### config.mk
export PLATFORM = sky130hd
export DESIGN_NAME = uart_rx_ctrl
export DESIGN_NICKNAME = d
export VERILOG_FILES = /design/src/rtl/uart_pkg.sv /design/src/rtl/uart_rx_fifo.sv /design/src/rtl/uart_rx_ctrl.sv
export SDC_FILE = /design/constraint.sdc
export NUM_CORES = 1
export LEC_CHECK = 0
export CAP_MARGIN = 10
export CORE_ASPECT_RATIO = 0.8
export CORE_MARGIN = 2
export CORE_UTILIZATION = 63
export DETAILED_ROUTE_END_ITERATION = 10
export GPL_TIMING_DRIVEN = 0
export PLACE_DENSITY = 0.86
export SLEW_MARGIN = 30
export SYNTH_ARGS = -nofsm -noshare
export SYNTH_HDL_FRONTEND = slang
export SYNTH_HIERARCHICAL = 1
export SYNTH_SLANG_ARGS = --single-unit
### constraint.sdc
create_clock -name clk -period 6.85 [get_ports clk]
set_input_delay 2.055 -clock clk [delete_from_list [all_inputs] [get_ports clk]]
set_output_delay 2.055 -clock clk [all_outputs]
set_load 0.005 [all_outputs]
### src/rtl/uart_pkg.sv
// -----------------------------------------------------------------------------
// uart_pkg
// Shared definitions for the UART receive path: line-format encodings, error
// bit positions, receive-entry layout, FSM state types and the configuration
// record that moves from the host shadow to the receiver.
// -----------------------------------------------------------------------------
package uart_pkg;

    // Receive FIFO entry: {frame_err, parity_err, data[8:0]}
    localparam int DATA_W  = 9;
    localparam int ENTRY_W = 11;
    // Level counter is sized for the largest supported DEPTH (64)
    localparam int LEVEL_W = 7;

    // Parity encodings
    localparam logic [1:0] PAR_NONE = 2'b00;
    localparam logic [1:0] PAR_EVEN = 2'b01;
    localparam logic [1:0] PAR_ODD  = 2'b10;

    // Data-bit encodings (5..9 data bits)
    localparam logic [2:0] DBITS_5 = 3'b000;
    localparam logic [2:0] DBITS_6 = 3'b001;
    localparam logic [2:0] DBITS_7 = 3'b010;
    localparam logic [2:0] DBITS_8 = 3'b011;
    localparam logic [2:0] DBITS_9 = 3'b100;

    // Error bit indices inside rx_error / err_sticky
    localparam int ERR_FRAME   = 2;
    localparam int ERR_PARITY  = 1;
    localparam int ERR_OVERRUN = 0;

    typedef enum logic {
        CFG_ACTIVE  = 1'b0,
        CFG_PENDING = 1'b1
    } cfg_state_e;

    typedef enum logic [1:0] {
        T_IDLE  = 2'd0,
        T_COUNT = 2'd1,
        T_FIRED = 2'd2
    } to_state_e;

    typedef struct packed {
        logic        rx_en;
        logic [1:0]  parity;
        logic [2:0]  data_bits;
        logic        stop_bit;
        logic        fifo_en;
        logic [15:0] divisor;
    } rx_cfg_t;

    // Builds a FIFO entry; the overrun flag is not stored per entry.
    function automatic logic [ENTRY_W-1:0] make_entry(input logic [2:0]        err,
                                                      input logic [DATA_W-1:0] data);
        return {err[ERR_FRAME], err[ERR_PARITY], data};
    endfunction

endpackage

### src/rtl/uart_rx_fifo.sv
// -----------------------------------------------------------------------------
// uart_rx_fifo
// Synchronous receive FIFO with occupancy count and flush.
//   clk, rst            clock, asynchronous active-high reset
//   depth               effective capacity (1..DEPTH); DEPTH when FIFO mode on
//   push, push_data     write request and entry
//   pop                 read request
//   flush               empty the FIFO; beats same-cycle push/pop
//   push_ok, pop_ok     accepted write / read this cycle
//   overrun             write rejected because the FIFO was full
//   rd_data, rd_valid   popped entry, valid for one cycle after the pop
//   level               current entry count
// -----------------------------------------------------------------------------
module uart_rx_fifo
    import uart_pkg::*;
#(
    parameter int DEPTH = 16
) (
    input  logic               clk,
    input  logic               rst,
    input  logic [LEVEL_W-1:0] depth,
    input  logic               push,
    input  logic [ENTRY_W-1:0] push_data,
    input  logic               pop,
    input  logic               flush,
    output logic               push_ok,
    output logic               pop_ok,
    output logic               overrun,
    output logic [ENTRY_W-1:0] rd_data,
    output logic               rd_valid,
    output logic [LEVEL_W-1:0] level
);

    localparam int AW = $clog2(DEPTH);

    logic [ENTRY_W-1:0] mem [DEPTH];
    logic [AW-1:0]      wptr;
    logic [AW-1:0]      rptr;

    // A pop frees a slot in the same cycle, so a push into a full FIFO is
    // still accepted when paired with a pop. An empty FIFO never forwards a
    // same-cycle push to the reader.
    always_comb begin
        pop_ok  = pop && (level != '0) && !flush;
        push_ok = push && !flush && ((level < depth) || pop_ok);
        overrun = push && !flush && !push_ok;
    end

    always_ff @(posedge clk or posedge rst) begin
        if (rst) begin
            wptr     <= '0;
            rptr     <= '0;
            level    <= '0;
            rd_data  <= '0;
            rd_valid <= 1'b0;
        end else begin
            rd_valid <= pop_ok;
            if (pop_ok) begin
                rd_data <= mem[rptr];
            end
            if (flush) begin
                wptr  <= '0;
                rptr  <= '0;
                level <= '0;
            end else begin
                // Pointers wrap naturally at DEPTH (power of two)
                if (push_ok) wptr <= wptr + 1'b1;
                if (pop_ok)  rptr <= rptr + 1'b1;
                case ({push_ok, pop_ok})
                    2'b10:   level <= level + 1'b1;
                    2'b01:   level <= level - 1'b1;
                    default: ;
                endcase
            end
        end
    end

    // Storage carries no reset; only entries below level are ever read.
    always_ff @(posedge clk) begin
        if (push_ok) begin
            mem[wptr] <= push_data;
        end
    end

endmodule

### src/rtl/uart_rx_ctrl.sv
// -----------------------------------------------------------------------------
// uart_rx_ctrl
// Host-side controller for a UART receiver: shadowed configuration that is
// applied only while the line is idle, receive FIFO, sticky errors, idle
// timeout and interrupt generation.
//   clk, rst                 clock, asynchronous active-high reset
//   cfg_wr, cfg_*            requested configuration, captured into a shadow
//   cfg_thresh, cfg_timeout  level irq threshold / idle timeout (0 = off)
//   rx_en..rx_divisor        active configuration driven to the receiver
//   rx_idle, rx_done         receiver status; rx_done strobes a new frame
//   rx_data, rx_error        frame data and {frame, parity, overrun}
//   fifo_full, rx_data_read  receiver-side flow indications
//   rd_req, rd_data, rd_valid host pop interface
//   flush, err_clr           FIFO flush, sticky error clear
//   level, cfg_pending, err_sticky, irq  status
//   dbg_cfg_state, dbg_to_state          FSM state visibility
//
// Host read handshake: rd_req is a single-cycle request; when the FIFO holds
// at least one entry at that edge, rd_data is updated and rd_valid pulses high
// for exactly one cycle after it. A request against an empty FIFO is dropped
// and produces no rd_valid.
// -----------------------------------------------------------------------------
module uart_rx_ctrl
    import uart_pkg::*;
#(
    parameter int          DEPTH   = 16,
    parameter logic [15:0] DIV_RST = 16'd5208
) (
    input  logic               clk,
    input  logic               rst,
    input  logic               cfg_wr,
    input  logic               cfg_rx_en,
    input  logic [1:0]         cfg_parity,
    input  logic [2:0]         cfg_data_bits,
    input  logic               cfg_stop_bit,
    input  logic               cfg_fifo_en,
    input  logic [15:0]        cfg_divisor,
    input  logic [3:0]         cfg_thresh,
    input  logic [7:0]         cfg_timeout,
    output logic               rx_en,
    output logic [1:0]         parity,
    output logic [2:0]         data_bits,
    output logic               stop_bit,
    output logic               fifo_en,
    output logic [15:0]        rx_divisor,
    input  logic               rx_idle,
    input  logic               rx_done,
    input  logic [DATA_W-1:0]  rx_data,
    input  logic [2:0]         rx_error,
    output logic               fifo_full,
    output logic               rx_data_read,
    input  logic               rd_req,
    output logic [ENTRY_W-1:0] rd_data,
    output logic               rd_valid,
    input  logic               flush,
    input  logic               err_clr,
    output logic [LEVEL_W-1:0] level,
    output logic               cfg_pending,
    output logic [2:0]         err_sticky,
    output logic               irq,
    output logic               dbg_cfg_state,
    output logic [1:0]         dbg_to_state
);

    localparam rx_cfg_t CFG_RESET = '{
        rx_en:     1'b0,
        parity:    PAR_NONE,
        data_bits: DBITS_8,
        stop_bit:  1'b0,
        fifo_en:   1'b0,
        divisor:   DIV_RST
    };

    // ---------------------------------------------------------------- config
    cfg_state_e cfg_state, cfg_state_nxt;
    rx_cfg_t    shadow, active, cfg_req;
    logic       apply;

    assign cfg_req = '{
        rx_en:     cfg_rx_en,
        parity:    cfg_parity,
        data_bits: cfg_data_bits,
        stop_bit:  cfg_stop_bit,
        fifo_en:   cfg_fifo_en,
        divisor:   cfg_divisor
    };

    // Apply uses the shadow as it stood before this edge; a cfg_wr in the
    // same cycle refreshes the shadow and keeps the request pending.
    always_comb begin
        cfg_state_nxt = cfg_state;
        apply         = 1'b0;
        case (cfg_state)
            CFG_ACTIVE: begin
                if (cfg_wr) cfg_state_nxt = CFG_PENDING;
            end
            CFG_PENDING: begin
                if (rx_idle) begin
                    apply = 1'b1;
                    if (!cfg_wr) cfg_state_nxt = CFG_ACTIVE;
                end
            end
            default: cfg_state_nxt = CFG_ACTIVE;
        endcase
    end

    always_ff @(posedge clk or posedge rst) begin
        if (rst) begin
            cfg_state <= CFG_ACTIVE;
            shadow    <= CFG_RESET;
            active    <= CFG_RESET;
        end else begin
            cfg_state <= cfg_state_nxt;
            if (apply)  active <= shadow;
            if (cfg_wr) shadow <= cfg_req;
        end
    end

    assign rx_en       = active.rx_en;
    assign parity      = active.parity;
    assign data_bits   = active.data_bits;
    assign stop_bit    = active.stop_bit;
    assign fifo_en     = active.fifo_en;
    assign rx_divisor  = active.divisor;
    assign cfg_pending = (cfg_state == CFG_PENDING);

    // ------------------------------------------------------------------ FIFO
    logic [LEVEL_W-1:0] depth;
    logic               push_ok, pop_ok, overrun;

    // With FIFO mode off the storage degenerates to a single holding register
    assign depth = active.fifo_en ? LEVEL_W'(DEPTH) : LEVEL_W'(1);

    uart_rx_fifo #(
        .DEPTH(DEPTH)
    ) u_fifo (
        .clk      (clk),
        .rst      (rst),
        .depth    (depth),
        .push     (rx_done),
        .push_data(make_entry(rx_error, rx_data)),
        .pop      (rd_req),
        .flush    (flush),
        .push_ok  (push_ok),
        .pop_ok   (pop_ok),
        .overrun  (overrun),
        .rd_data  (rd_data),
        .rd_valid (rd_valid),
        .level    (level)
    );

    assign fifo_full    = (level == depth);
    assign rx_data_read = active.fifo_en ? 1'b1 : (level == '0);

    // --------------------------------------------------------- sticky errors
    // Overrun covers both a dropped entry here and one reported by the
    // receiver itself. A flushed frame contributes nothing.
    logic [2:0] err_set;

    always_comb begin
        err_set              = '0;
        err_set[ERR_FRAME]   = push_ok & rx_error[ERR_FRAME];
        err_set[ERR_PARITY]  = push_ok & rx_error[ERR_PARITY];
        err_set[ERR_OVERRUN] = overrun | (rx_done & !flush & rx_error[ERR_OVERRUN]);
    end

    always_ff @(posedge clk or posedge rst) begin
        if (rst) begin
            err_sticky <= '0;
        end else begin
            // A new error in the clearing cycle survives the clear
            err_sticky <= (err_clr ? 3'b000 : err_sticky) | err_set;
        end
    end

    // --------------------------------------------------------------- timeout
    to_state_e   to_state, to_state_nxt;
    logic [15:0] div_cnt, div_cnt_nxt;
    logic [7:0]  tick_cnt, tick_cnt_nxt;
    logic        bit_tick, activity, to_stop;

    // One bit time = rx_divisor clocks; a divisor of 0 ticks every clock
    assign bit_tick = ({1'b0, div_cnt} + 17'd1) >= {1'b0, rx_divisor};
    assign activity = push_ok | pop_ok;
    assign to_stop  = flush || (level == '0) || (cfg_timeout == 8'd0);

    always_comb begin
        to_state_nxt = to_state;
        div_cnt_nxt  = div_cnt;
        tick_cnt_nxt = tick_cnt;
        case (to_state)
            T_IDLE: begin
                div_cnt_nxt  = '0;
                tick_cnt_nxt = '0;
                if (!to_stop) to_state_nxt = T_COUNT;
            end
            T_COUNT: begin
                if (to_stop) begin
                    to_state_nxt = T_IDLE;
                end else if (activity) begin
                    div_cnt_nxt  = '0;
                    tick_cnt_nxt = '0;
                end else if (bit_tick) begin
                    div_cnt_nxt = '0;
                    if (({1'b0, tick_cnt} + 9'd1) >= {1'b0, cfg_timeout}) begin
                        to_state_nxt = T_FIRED;
                        tick_cnt_nxt = '0;
                    end else begin
                        tick_cnt_nxt = tick_cnt + 8'd1;
                    end
                end else begin
                    div_cnt_nxt = div_cnt + 16'd1;
                end
            end
            T_FIRED: begin
                if (to_stop) begin
                    to_state_nxt = T_IDLE;
                end else if (activity) begin
                    to_state_nxt = T_COUNT;
                    div_cnt_nxt  = '0;
                    tick_cnt_nxt = '0;
                end
            end
            default: to_state_nxt = T_IDLE;
        endcase
    end

    always_ff @(posedge clk or posedge rst) begin
        if (rst) begin
            to_state <= T_IDLE;
            div_cnt  <= '0;
            tick_cnt <= '0;
        end else begin
            to_state <= to_state_nxt;
            div_cnt  <= div_cnt_nxt;
            tick_cnt <= tick_cnt_nxt;
        end
    end

    // ------------------------------------------------------------------- irq
    logic irq_nxt;

    assign irq_nxt = ((cfg_thresh != 4'd0) && (level >= {3'b000, cfg_thresh}))
                   || (to_state == T_FIRED)
                   || (err_sticky != 3'b000);

    always_ff @(posedge clk or posedge rst) begin
        if (rst) begin
            irq <= 1'b0;
        end else begin
            irq <= irq_nxt;
        end
    end

    assign dbg_cfg_state = cfg_state;
    assign dbg_to_state  = to_state;

endmodule

==> results of run 1 <==
worst register-to-register path, stage by stage, from the launching register on:
cell and delay (ns):
sky130_fd_sc_hd__dfrtp_1 0.57, sky130_fd_sc_hd__inv_1 0.09, sky130_fd_sc_hd__ha_1 0.30, sky130_fd_sc_hd__a21oi_1 0.06
sky130_fd_sc_hd__o21ai_0 0.57, sky130_fd_sc_hd__a21o_1 0.31, sky130_fd_sc_hd__a21o_1 0.37, sky130_fd_sc_hd__inv_1 0.21
sky130_fd_sc_hd__nor4b_1 0.79, sky130_fd_sc_hd__o211ai_1 0.25, sky130_fd_sc_hd__clkbuf_1 0.31, sky130_fd_sc_hd__o21ai_2 0.42
sky130_fd_sc_hd__mux2i_1 0.24
worst paths after layout:
check / startpoint / endpoint
hold reg to reg: shadow[22] / shadow[22]
max in group asynchronous: rst / u_fifo/wptr[1]
setup / recovery: flush / u_fifo/level[6]
hold / removal: shadow[22] / shadow[22]
min in group asynchronous: rst / tick_cnt[0]
setup reg to reg: fifo_en / tick_cnt[1]
cell type report:
type / instances / area, um2 / area share [%]
flip-flops and latches: 282 / 7960 / 51.3
clock inverters: 16 / 158 / 1.02
repair buffers: 127 / 1250 / 8.04
well taps: 264 / 330 / 2.13
clock buffers: 32 / 704 / 4.54
plain buffers: 35 / 170 / 1.10
inverters: 57 / 219 / 1.41
multi-input cells: 510 / 4720 / 30.4
power breakdown:
group	switching, mW	internal (mW)	total [mW]
registers	0.107	1.93	2.04
logic	0.482	0.480	0.962
clock network	0.622	0.846	1.47
total	1.21	3.26	4.47
cells by family after synthesis:
kind of cell,after synthesis,synth area share (%)
other,1,0.0290
AND/OR/NAND/NOR,186,7.80
XOR/XNOR,26,1.76
flip-flops,282,61.4
multiplexers,124,14.3
adder cells (fa/ha/maj),47,4.60
buffers and inverters,92,2.97
AO/OA/AOI/OAI,122,7.11
registers in the layout, indices dropped and copies added, names as in the netlist:
register         cells
parity               2
fifo_en              1
cfg_pending          1
u_fifo/level         7
data_bits            3
irq                  1
u_fifo/wptr          4
dbg_to_state         2
shadow              24
rx_divisor          16
u_fifo/rd_data      11
tick_cnt             8
stop_bit             1
u_fifo/rd_valid      1
rx_en                1
u_fifo/rptr          4
err_sticky           3
div_cnt             16
u_fifo/mem         176
metal layers:
layer	track usage, %	vias up
li1	-	3681
met1	43.6	4291
met2	49.0	662
met3	8.30	144
met4	13.5	0
met5	0	-
cell usage in the layout (no fill, tap or decap), types with 23 or more instances in the layout:
master	n
sky130_fd_sc_hd__ha_1	46
sky130_fd_sc_hd__mux4_2	44
sky130_fd_sc_hd__nor2_1	29
sky130_fd_sc_hd__clkdlybuf4s50_1	107
sky130_fd_sc_hd__mux2i_1	29
sky130_fd_sc_hd__nand3_1	23
sky130_fd_sc_hd__edfxtp_1	176
sky130_fd_sc_hd__inv_1	53
sky130_fd_sc_hd__nand2_1	43
sky130_fd_sc_hd__dfrtp_1	92
sky130_fd_sc_hd__mux2_2	51
sky130_fd_sc_hd__clkbuf_16	27
per-stage QoR:
step                cells  setup WS (ns)  power, mW  util (%)
finish               1323           1.34       4.47      77.6
global placement     1255          0.489       2.93      71.9
CTS                  1323           1.53       4.47      77.6
global route         1323           1.21       4.63      77.6
detailed placement   1275           1.02       2.99      73.3
floorplan             884           2.37       2.58         -
==> impl.org, run 1 <==
** Placed design
- Port Buffer Count :: 107
- Once detailed placement completed, the half-perimeter wirelength came to 21.8 mm.
- After detailed placement, the total cell area comes to 14,600 um2.
- At the end of routability-driven placement, the weighted congestion stood at 0.869.

** Clock tree
- TritonCTS built the clock tree.
- The clock passes through at most 3 buffers.
- Post-CTS timing repair inserted 0 buffers for setup.
- Post-CTS repair changed the size of 0 cells.
- Inserted Clock Buffers :: 26
- Number of hold buffers added after cts :: 0
- Clock-pin slew was measured on the worst setup and hold paths at 0.07 ns.
- Number of H-tree levels :: 1
- For the worst-skew pair, the clock arrives at the later sink with an insertion delay of 0.53 ns.
- Root Buffer Master :: sky130_fd_sc_hd__clkbuf_16
- The clock net in this run drives a total of 282 sinks.

** Layout
- Layout fillers :: 1,064
- # diodes :: 0
- In the final design database the tool counted 1,142 nets.
- Cells with a size suffix above 1 make up 20.5% of the layout.
- Final non-filler cell area :: 15,500 um2
- Layout overhead on the synthesized area :: 19.7%

** Critical path
- For the worst flop-to-flop path, the logic depth is 12.
- At the worst endpoint, the arrival time is 5.90 ns.
- Of all nets on the critical path, the largest fanout is 10.
- At the worst endpoint, the required time is 7.24 ns.
- Path length in cells of the critical path :: 11
- Worst-case register-to-register setup slack :: 2.27 ns
- Type of element capturing the critical path :: register
- Max stage delay on crit path :: 0.70 ns
- Worst path cell trace :: clkdlybuf4s50_1 > inv_1 > nand2_1 > clkbuf_1 > nor2_1 > ha_1 > a211oi_1 > o21ai_0 > nand2_1 > a31oi_1 > or3b_1
- Crit path max-delay family :: buffers and inverters
- Critical Path Most Common Cell :: sky130_fd_sc_hd__nand2_1
- Critical path class :: primary input to register
- Critical path launch point type :: primary input
- Buffers & Inverters on Critical Path :: 3
- For this design, the slowest cell found on the critical path is sky130_fd_sc_hd__clkdlybuf4s50_1.

** Floorplan
- The die covers 21,700 um2.
- Top-level port count :: 109
- From left edge to right edge, the die measures 164 um.
- Effective utilization at floorplan :: 64.9%
- After floorplanning, the core was divided into 46 placement rows.
- Vertical die dimension :: 132 um
- Core Box Area :: 20,000 um2

** Global route
- Vias in the first global route :: 8,959
- Largest net degree at the start of global routing :: 57
- Combined global-route utilization of all metal layers :: 31.9%
- The number of antenna violations at the first check in global routing is 0.
- Global-route wire length before repair :: 51.6 mm
- For this run the aggregate overflow at the end of global routing stands at 0.

** Routing
- After detailed routing, the average wire length per cell comes to 25.4 um.
- Signal routing reaches up to met4.
- For this block, the initial DRC count from the detailed router was 1,157.
- Met2 routed wirelength :: 15.5 mm
- In the routed layout, each cell is associated on average with a via count of 6.63.
- Met3 wire len :: 3.86 mm
- M1 WL :: 12.7 mm
- Detailed-routing iteration count for the pre-antenna-repair pass :: 5
- In the routed design, unresolved DRC markers number 0.
- The detail route stage leaves a number of antenna-violating nets equal to 0.
- After detailed routing, the total wire length is 33.6 mm.
- The final route contains 8,778 vias.

** Logic synthesis
- The top cell type by area accounts for 40.8% of the synthesized area.
- Most repeated cell in the gate-level netlist after synthesis :: sky130_fd_sc_hd__edfxtp_1
- Summing the sequential cell areas from Yosys gives 61.4% of the chip area.
- In the synthesized netlist, the number of instances is 880.
- Top cells by count, synth :: sky130_fd_sc_hd__edfxtp_1, sky130_fd_sc_hd__dfrtp_1, sky130_fd_sc_hd__inv_1, sky130_fd_sc_hd__mux2_2, sky130_fd_sc_hd__ha_1
- Main flop type after synthesis :: sky130_fd_sc_hd__edfxtp_1
- For this run, the number of Yosys warnings is 6.
- The synthesized design contains 282 register bits.
- Yosys mapped the design onto 72 distinct sky130hd cell types.
- Of all cell types, the one taking the most synthesized area is sky130_fd_sc_hd__edfxtp_1.
- Of all flip-flops after synthesis, the portion carrying an async set or reset was 37.6%.
- In this run, synthesis inferred 176 flip-flops with an integrated enable.
- Biggest area contributors in the synthesized netlist :: sky130_fd_sc_hd__edfxtp_1, sky130_fd_sc_hd__dfrtp_1, sky130_fd_sc_hd__mux4_2
- After synthesis, the mean cell area works out to 14.7 um2.
- Cell Area, Synth :: 13,000 um2

** Timing
- Setup violations remaining at the end of the flow were counted as 0.
- The max-slew violation count came to 0.
- In the finished design, the share of the clock period the worst path needs comes to 80.5%.
- Setup repair after global routing left no endpoint under its margin.
- After routing, the total negative slack on setup checks comes to 0 ns.
- After layout, the minimum clock period comes to 5.51 ns.
- Measured against its own limit, the worst slew margin works out to 32.8%.
- Hold timing on the final database bottoms out at a slack of 0.504 ns.
- Worst-margin pin slew :: 1.01 ns
- Skew final :: 0.0128 ns
- Derived from the worst setup path, the maximum achievable clock frequency is 0.181 GHz.
- The final number of hold-violating endpoints came to 0.

** Status
- The flow ran to the end, and the final reports show no timing, DRC or antenna violations.

** Hold path
- Hold Crit Class :: register to register
- Cell depth of the worst hold path :: 1

** Pwr
- Worst-case vdd ir drop :: 183 uV
- In this run the static leakage power is 5.92 nW.
- Power spread over the standard cell area amounts to 288 nW/um2.

** Job
- Max-cap violations in this run came to 0.
No activity file was read; power rests on OpenSTA's default activity.
==> run 2: changes to the inputs <==
--- a/config.mk
+++ b/config.mk
@@ -8,10 +8,10 @@
 export CAP_MARGIN = 10
 export CORE_ASPECT_RATIO = 0.8
 export CORE_MARGIN = 2
-export CORE_UTILIZATION = 63
+export CORE_UTILIZATION = 53
 export DETAILED_ROUTE_END_ITERATION = 10
 export GPL_TIMING_DRIVEN = 0
-export PLACE_DENSITY = 0.86
+export PLACE_DENSITY = 0.77
 export SLEW_MARGIN = 30
 export SYNTH_ARGS = -nofsm -noshare
 export SYNTH_HDL_FRONTEND = slang
==> constraint.sdc (replaced) <==
create_clock -name clk -period 4.5 [get_ports clk]
set_input_delay 1.35 -clock clk [delete_from_list [all_inputs] [get_ports clk]]
set_output_delay 1.35 -clock clk [all_outputs]
set_load 0.005 [all_outputs]
==> run 2 against run 1 <==
  * Combinational power grew 51%
  * Non-clock buffer count stayed put
  * Clock skew rose by 0.0098 ns
  * Critical endpoint is now tick_cnt[0]
  * Via count shrank 5.2%
  * Sequential cell count did not move
  * Critical path depth is 1 lower
==> impl.org, run 2 (synthesized netlist as in run 1, its figures left out) <==
** Status
- The run finished with clean final reports.

** Global route
- Largest net degree at the start of global routing :: 50 (-12%)
- Vias in the first global route :: 8,350 (-6.8%)
- The number of antenna violations at the first check in global routing is 0 (unchanged).
- GRT Residual Overflow :: 0 (unchanged)
- Global-route wire length before repair :: 47.0 mm (-8.9%)
- The global-route usage over all layers is 24.2% (-7.6 points).

** Timing
- The tightest hold margin was 0.503 ns (-0.000993 ns).
- Max-slew headroom at the worst pin :: 39.3% (+6.6 points)
- Crit share post-route :: 95.3%
- Worst-margin pin slew :: 0.910 ns (-0.0983 ns)
- The clock period could shrink to 4.29 ns.
- The final number of hold-violating endpoints was 0 (unchanged).
- The final worst clock skew came to 0.0225 ns (+0.00978 ns).
- The max-slew violation count came to 0 (unchanged).
- Final setup viols :: 0 (unchanged)
- Fmax achieved :: 0.233 GHz
- The final setup slack of the worst path came to 0.213 ns (-1.12 ns).
- RSZ-0062 raised after global routing :: no

** Critical path
- Worst setup path startpoint :: flush
- Peak fanout along the critical path :: 10 (unchanged)
- Worst path cell trace :: clkdlybuf4s50_1 > inv_1 > nand2_1 > a21o_1 > inv_1 > nor4b_4 > o211ai_1 > clkbuf_1 > o211a_2 > mux2_2
- The startpoint identified for the worst register-to-register timing path is u_fifo/level[6].
- Signal arrival time at the worst endpoint :: 4.70 ns (-1.20 ns)
- The largest incremental delay on the critical path came to 0.80 ns (+0.10 ns).
- Type of element capturing the critical path :: register
- Required time of the critical path :: 4.91 ns (-2.33 ns)
- Among all stages on the critical path, the largest delay is contributed by sky130_fd_sc_hd__clkdlybuf4s50_1.
- Critical Path Most Common Cell :: sky130_fd_sc_hd__inv_1
- Critical path launch point type :: primary input
- Critical path class :: primary input to register
- The slack of the worst reg-to-reg path was 0.46 ns (-1.81 ns).

** Layout
- The number of filler instances in the final layout came to 1,690 (+59%).
- Register bank with the most flops :: u_fifo/mem
- # diodes :: 0 (unchanged)
- Cell Count, Final, Fillers Out :: 1,377 (+4.1%)
- Fraction of layout instances using a drive strength above 1 :: 20.9% (+0.38 points)
- The number of flip-flops under the largest register name was 176 (unchanged).
- From synthesis to final layout, the design area changed by 20.7%.
- Most frequent cells in the layout :: sky130_fd_sc_hd__edfxtp_1, sky130_fd_sc_hd__clkdlybuf4s50_1, sky130_fd_sc_hd__dfrtp_1
- Leaving out fill and tap cells, the most frequent cell in the layout is sky130_fd_sc_hd__edfxtp_1.
- The design area was 15,600 um2 (+0.88%).
- The post-layout net count was 1,142 (unchanged).
- The largest registers in the layout are u_fifo/mem x176, shadow x24.

** Pwr
- Worst-case vdd ir drop :: 296 uV (+61%)
- The sum of internal, switching and leakage power came to 6.89 mW (+54%).
- LEAKAGE :: 5.94 nW (+0.42%)
- Total power divided by cell area :: 440 nW/um2 (+53%)

** Floorplan
- Core Box Area :: 24,200 um2 (+21%)
- The die height is 144 um (+8.8%).
- The I/O pin total came to 109 (unchanged).
- The die area was 25,700 um2 (+18%).
- The standard-cell row count is 51 (+11%).
- The starting density of the core came to 53.6% (-11 points).
- Die X-Extent :: 179 um (+8.8%)

** Routing
- The first-iteration detailed-routing DRC count was 698 (-40%).
- Post-route DRC violation count :: 0 (unchanged)
- The routed via count was 8,320 (-5.2%).
- Mean number of vias per cell :: 6.04 (-8.9%)
- Post-DRT Antenna Nets :: 0 (unchanged)
- The number of optimization iterations in the first detailed-route pass was 5 (unchanged).
- Routed length per placed instance :: 22.0 um (-13%)
- Overall routed net length :: 30.3 mm (-9.9%)

** Clock tree
- The number of buffers added by the clock tree synthesis step is 26 (unchanged).
- TritonCTS built the clock tree.
- The number of clock sinks seen by CTS was 282 (unchanged).
- Number of hold buffers added after cts :: 0 (unchanged)
- The maximum count of clock buffers along a single path came to 3 (unchanged).
- The latest clock arrival within the worst-skew pair was 0.54 ns (about the same).
- Number of H-tree levels :: 1 (unchanged)
- The count of buffers added by post-CTS timing repair for setup came to 0 (unchanged).
- Root Buffer Master :: sky130_fd_sc_hd__clkbuf_16
- Clock slew at the register clock pins of the worst setup and hold paths :: 0.06 ns (about the same)

** Placed design
- The setup slack at placement came to -0.663 ns (-1.68 ns).
- Placed cell area :: 14,700 um2 (+0.43%)
- The weighted congestion reported at the end of routability-driven placement came to 0.884 (+1.7%).
- Total instance count after detailed placement :: 1,329 (+4.2%)
- The half-perimeter wire length of the detailed placement result is 21.4 mm (-1.9%).
- Port Buffer Count :: 107 (unchanged)

** Hold path
- The worst hold path belongs to the class register to register.
- Worst Min Path Start :: shadow[11]

** Job
- The count of max-cap constraint violations was 0 (unchanged).
-- run 2: layer usage --
metal	GRT usage, %	vias to the layer above	share of wire [%]
met3	4.21	47	7.3
met1	36.4	4238	45
met5	0	-	0
li1	-	3694	-
met2	37.5	341	46
met4	4.92	0	1.8
-- run 2: path summary, 6_finish.rpt --
kind / endpoint / depth (start not counted)
max in group asynchronous: rx_divisor[10] / 3
setup reg to reg: tick_cnt[0] / 11
hold / removal: shadow[11] / 1
min in group asynchronous: err_sticky[0] / 2
hold reg to reg: shadow[11] / 1
setup / recovery: tick_cnt[0] / 10
-- run 2: worst max-delay path: cells and delay by family --
kind	cells	cell delay (ns)
buf+inv	4	1.47
compound gates	3	0.91
simple gates	2	0.70
mux	1	0.26
-- run 2: layout make-up --
class                   instances  area [um2]  area share, %
plain buffers                  35         171           1.10
clock buffers                  35         714           4.57
clock inverters                13         203           1.30
inverters                      57         219           1.40
multi-input cells             510        4740           30.3
flip-flops and latches        282        7960           50.9
well taps                     318         398           2.54
repair buffers                127        1240           7.94
-- run 2: through the flow --
| stage | util (%) | setup TNS, ns |
|---|---|---|
| 6_report | 64.7 | 0 |
| 3_3_place_gp | 59.7 | -127.49 |
| 5_1_grt | 64.7 | 0 |
| 2_1_floorplan | - | 0 |
| 4_1_cts | 64.6 | 0 |
| 3_5_place_dp | 60.8 | -14.35 |
-- run 2: what timing repair did --
action                                  in CTS  in global routing
pin swaps                                    0                  0
endpoints found under the setup margin       9                 13
gates resized for setup                      2                  4
-- run 2: power by group --
group	internal (mW)	leakage (nW)	switching, mW
clock	1.40	0.448	0.954
combinational	0.734	2.59	0.715
sequential	2.94	2.90	0.144
total	5.08	5.94	1.81
==> run 3: changes to the inputs <==
--- a/config.mk
+++ b/config.mk
@@ -8,12 +8,13 @@
 export CAP_MARGIN = 10
 export CORE_ASPECT_RATIO = 0.8
 export CORE_MARGIN = 2
-export CORE_UTILIZATION = 53
+export CORE_UTILIZATION = 40
 export DETAILED_ROUTE_END_ITERATION = 10
 export GPL_TIMING_DRIVEN = 0
-export PLACE_DENSITY = 0.77
+export PLACE_DENSITY = 0.7
 export SLEW_MARGIN = 30
 export SYNTH_ARGS = -nofsm -noshare
 export SYNTH_HDL_FRONTEND = slang
 export SYNTH_HIERARCHICAL = 1
 export SYNTH_SLANG_ARGS = --single-unit
+export TNS_END_PERCENT = 100
==> run 3 against run 2 <==
  * Global-route usage fell by 5.6 points
  * Sequential power barely moved
  * Die area rose by 32%
  * Via count fell by 1.2%
  * Final cell count rose by 7.8%
  * Total power rose by 4.4%
  * First-iteration DRC count fell by 15%
  * Combinational power barely moved
  * Fmax rose by 1.2%
  * Largest cell class unchanged
  * Critical path depth rose by 1
  * Register-to-register slack got worse by 0.11 ns
  * Clock power rose by 14%
==> impl.org, run 3 (synthesized netlist as in run 1, its figures left out) <==
** Critical path
- The worst setup path is captured at a register.
- The most critical setup path has its startpoint at rd_req.
- Worst-case register-to-register setup slack :: 0.35 ns (-0.11 ns)
- Reg2reg path depth :: 11 (unchanged)
- Critical path launch point type :: primary input
- The required time reported for the critical path endpoint came to 4.93 ns (+0.02 ns).
- Capture point of the critical path :: tick_cnt[0]
- The maximum net fanout on the critical path was 10 (unchanged).
- Critical register-to-register path startpoint :: u_fifo/level[4]
- Terminus of the critical flop-to-flop path :: tick_cnt[0]
- Signal arrival time at the worst endpoint :: 4.67 ns (-0.03 ns)
- The worst setup path is of the primary input to register kind.

** Routing
- Mean number of vias per cell :: 5.53 (-8.4%)
- Post-DRT Antenna Nets :: 0 (unchanged)
- The wire length per cell came to 20.9 um (-5.2%).
- The overall routed net length came to 31.0 mm (+2.2%).
- The first-iteration detailed-routing DRC count was 594 (-15%).
- The routed via count came to 8,218 (-1.2%).
- The number of remaining DRC errors is 0 (unchanged).
- Detailed-routing iteration count for the pre-antenna-repair pass :: 5 (unchanged)

** Floorplan
- The standard-cell row count was 58 (+14%).
- The floorplan core area was 31,600 um2 (+31%).
- The die area is 33,800 um2 (+32%).
- The die height was 165 um (+15%).
- The horizontal die dimension is 205 um (+15%).
- Effective utilization at floorplan :: 40.9% (-13 points)
- Top-level port count :: 109 (unchanged)

** Layout
- The library cell used most frequently in the layout, excluding fill and tap cells, is sky130_fd_sc_hd__edfxtp_1.
- Counting flops per register, the top entry is u_fifo/mem.
- The design area came to 15,900 um2 (+1.8%).
- Area occupied by multi-input gates :: 4740 um2 (about the same)
- Max reg flops :: 176 (unchanged)
- The post-layout net count came to 1,145 (+0.26%).
- Compared with the post-synthesis result, the final layout area differs by 23.0%.
- The filler-free cell count of the finished design was 1,485 (+7.8%).
- Register cell area after layout :: 7960 um2 (unchanged)
- The number of filler instances in the final layout is 2,650 (+57%).
- In the layout the commonest cells are sky130_fd_sc_hd__edfxtp_1, sky130_fd_sc_hd__clkdlybuf4s50_1, sky130_fd_sc_hd__dfrtp_1.
- The count of inserted antenna diode cells is 0 (unchanged).
- Largest registers :: u_fifo/mem x176, shadow x24
- The share of final-layout standard cells stronger than drive strength 1 is 21.5% (+0.63 points).

** Job
- The count of max-cap constraint violations is 0 (unchanged).

** Timing
- Skew final :: 0.0148 ns (-0.00775 ns)
- The minimum clock period came to 4.24 ns (-0.0496 ns).
- The setup TNS is 0 ns (unchanged).
- The max-slew violation count is 0 (unchanged).
- Worst-margin pin slew :: 1.01 ns (+0.101 ns)
- The final number of hold-violating endpoints was 0 (unchanged).
- The final critical-path share of the clock period is 94.2% (-1.1 points).
- The maximum clock frequency was 0.236 GHz (+1.2%).
- Max-slew headroom at the worst pin :: 32.6% (-6.7 points)
- Setup repair after global routing left no endpoint under its margin.
- Final setup viols :: 0 (unchanged)

** Clock tree
- Inserted Clock Buffers :: 29 (+12%)
- The latest clock arrival within the worst-skew pair came to 0.56 ns (+0.02 ns).
- CTS Buffer Depth :: 3 (unchanged)
- TritonCTS built the clock tree.
- Number of H-tree levels :: 1 (unchanged)
- The number of clock sinks seen by CTS came to 282 (unchanged).
- Clock slew at the register clock pins of the worst setup and hold paths :: 0.06 ns (about the same)
- The root buffer cell chosen for the clock tree is sky130_fd_sc_hd__clkbuf_16.

** Placed design
- HPWL after DPL :: 22.0 mm (+2.6%)
- Port Buffer Count :: 107 (unchanged)
- Placed cell area :: 14,800 um2 (+0.83%)
- Routability congestion estimate :: 0.829 (-6.2%)
- The cell count after placement came to 1,431 (+7.7%).

** Hold path
- Hold Crit Class :: register to register

** Pwr
- The peak supply drop is 290 uV (-2.1%).
- The leakage dissipation was 6.03 nW (+1.5%).
- The power density over the cells came to 452 nW/um2 (+2.5%).
- Total chip power :: 7.19 mW (+4.4%)

** Global route
- Antenna violations before repair :: 2 (+2)
- The global-route usage over all layers was 18.7% (-5.6 points).
- The first-pass GRT wire length came to 48.0 mm (+2.2%).
- The maximum number of pins on one net before global-route repair came to 47 (-6.0%).
- The sum of overflow across all layers after global routing was 0 (unchanged).
- The via count of the first global-routing pass is 8,129 (-2.6%).

** Status
- The run finished with clean final reports.
[run 3: repair_timing]
action	CTS	global route
pin swaps	0	0
endpoints found under the setup margin	23	24
hold buffers	0	0
gates resized for setup	1	7
buffers inserted	0	0
[run 3: worst min path at each step]
stage                            startpoint                 to  slack [ns]  cells past startpoint
final                     u_fifo/rd_data[7]  u_fifo/rd_data[7]        0.50                      2
after global routing             shadow[14]     rx_divisor[14]        0.52                      1
after CTS                 u_fifo/rd_data[7]  u_fifo/rd_data[7]        0.50                      2
after detailed placement  u_fifo/rd_data[7]  u_fifo/rd_data[7]        0.49                      2
after global placement    u_fifo/rd_data[7]  u_fifo/rd_data[7]        0.48                      2
after floorplan                  shadow[11]     rx_divisor[11]        0.48                      1
[run 3: report_power, final]
| group | switching (mW) | total (mW) | internal, mW |
|---|---|---|---|
| Combinational | 0.688 | 1.42 | 0.732 |
| Clock | 1.01 | 2.68 | 1.68 |
| Sequential | 0.151 | 3.09 | 2.94 |
[run 3: per-layer routing]
metal	up-vias	routed length, um	track usage [%]
met5	-	0	0
met4	0	585	4.68
met3	49	2000	3.45
li1	3708	-	-
met1	4182	13700	26.5
met2	279	14800	29.9
[run 3: area by class of cell]
class                      instances  share of cell area (%)
tap                              420                    3.30
buffer                            35                    1.08
multi-input combinational        510                    29.8
inverter                          57                    1.37
timing repair buffer             127                    7.77
clock inverter                    20                    1.98
sequential                       282                    49.9
clock buffer                      34                    4.80
[run 3: worst max-delay path, cell delays in order]
cell and delay, ns:
sky130_fd_sc_hd__clkdlybuf4s50_1 0.45, sky130_fd_sc_hd__inv_1 0.22, sky130_fd_sc_hd__a21oi_4 0.11, sky130_fd_sc_hd__nand2_1 0.34, sky130_fd_sc_hd__a21o_1 0.39, sky130_fd_sc_hd__inv_1 0.24
sky130_fd_sc_hd__nor4b_4 0.42, sky130_fd_sc_hd__o211ai_1 0.23, sky130_fd_sc_hd__clkbuf_1 0.31, sky130_fd_sc_hd__o211a_2 0.34, sky130_fd_sc_hd__mux2_2 0.26
[run 3: stage by stage]
step / util, % / hold WS [ns] / worst slack, ns
detailed placement: 46.8 / 0.486 / -0.825
global placement: 46.0 / 0.478 / -1.44
floorplan: - / 0.477 / 0.729
global route: 50.3 / 0.521 / 0.0295
finish: 50.3 / 0.501 / 0.262
CTS: 50.3 / 0.500 / 0.00715
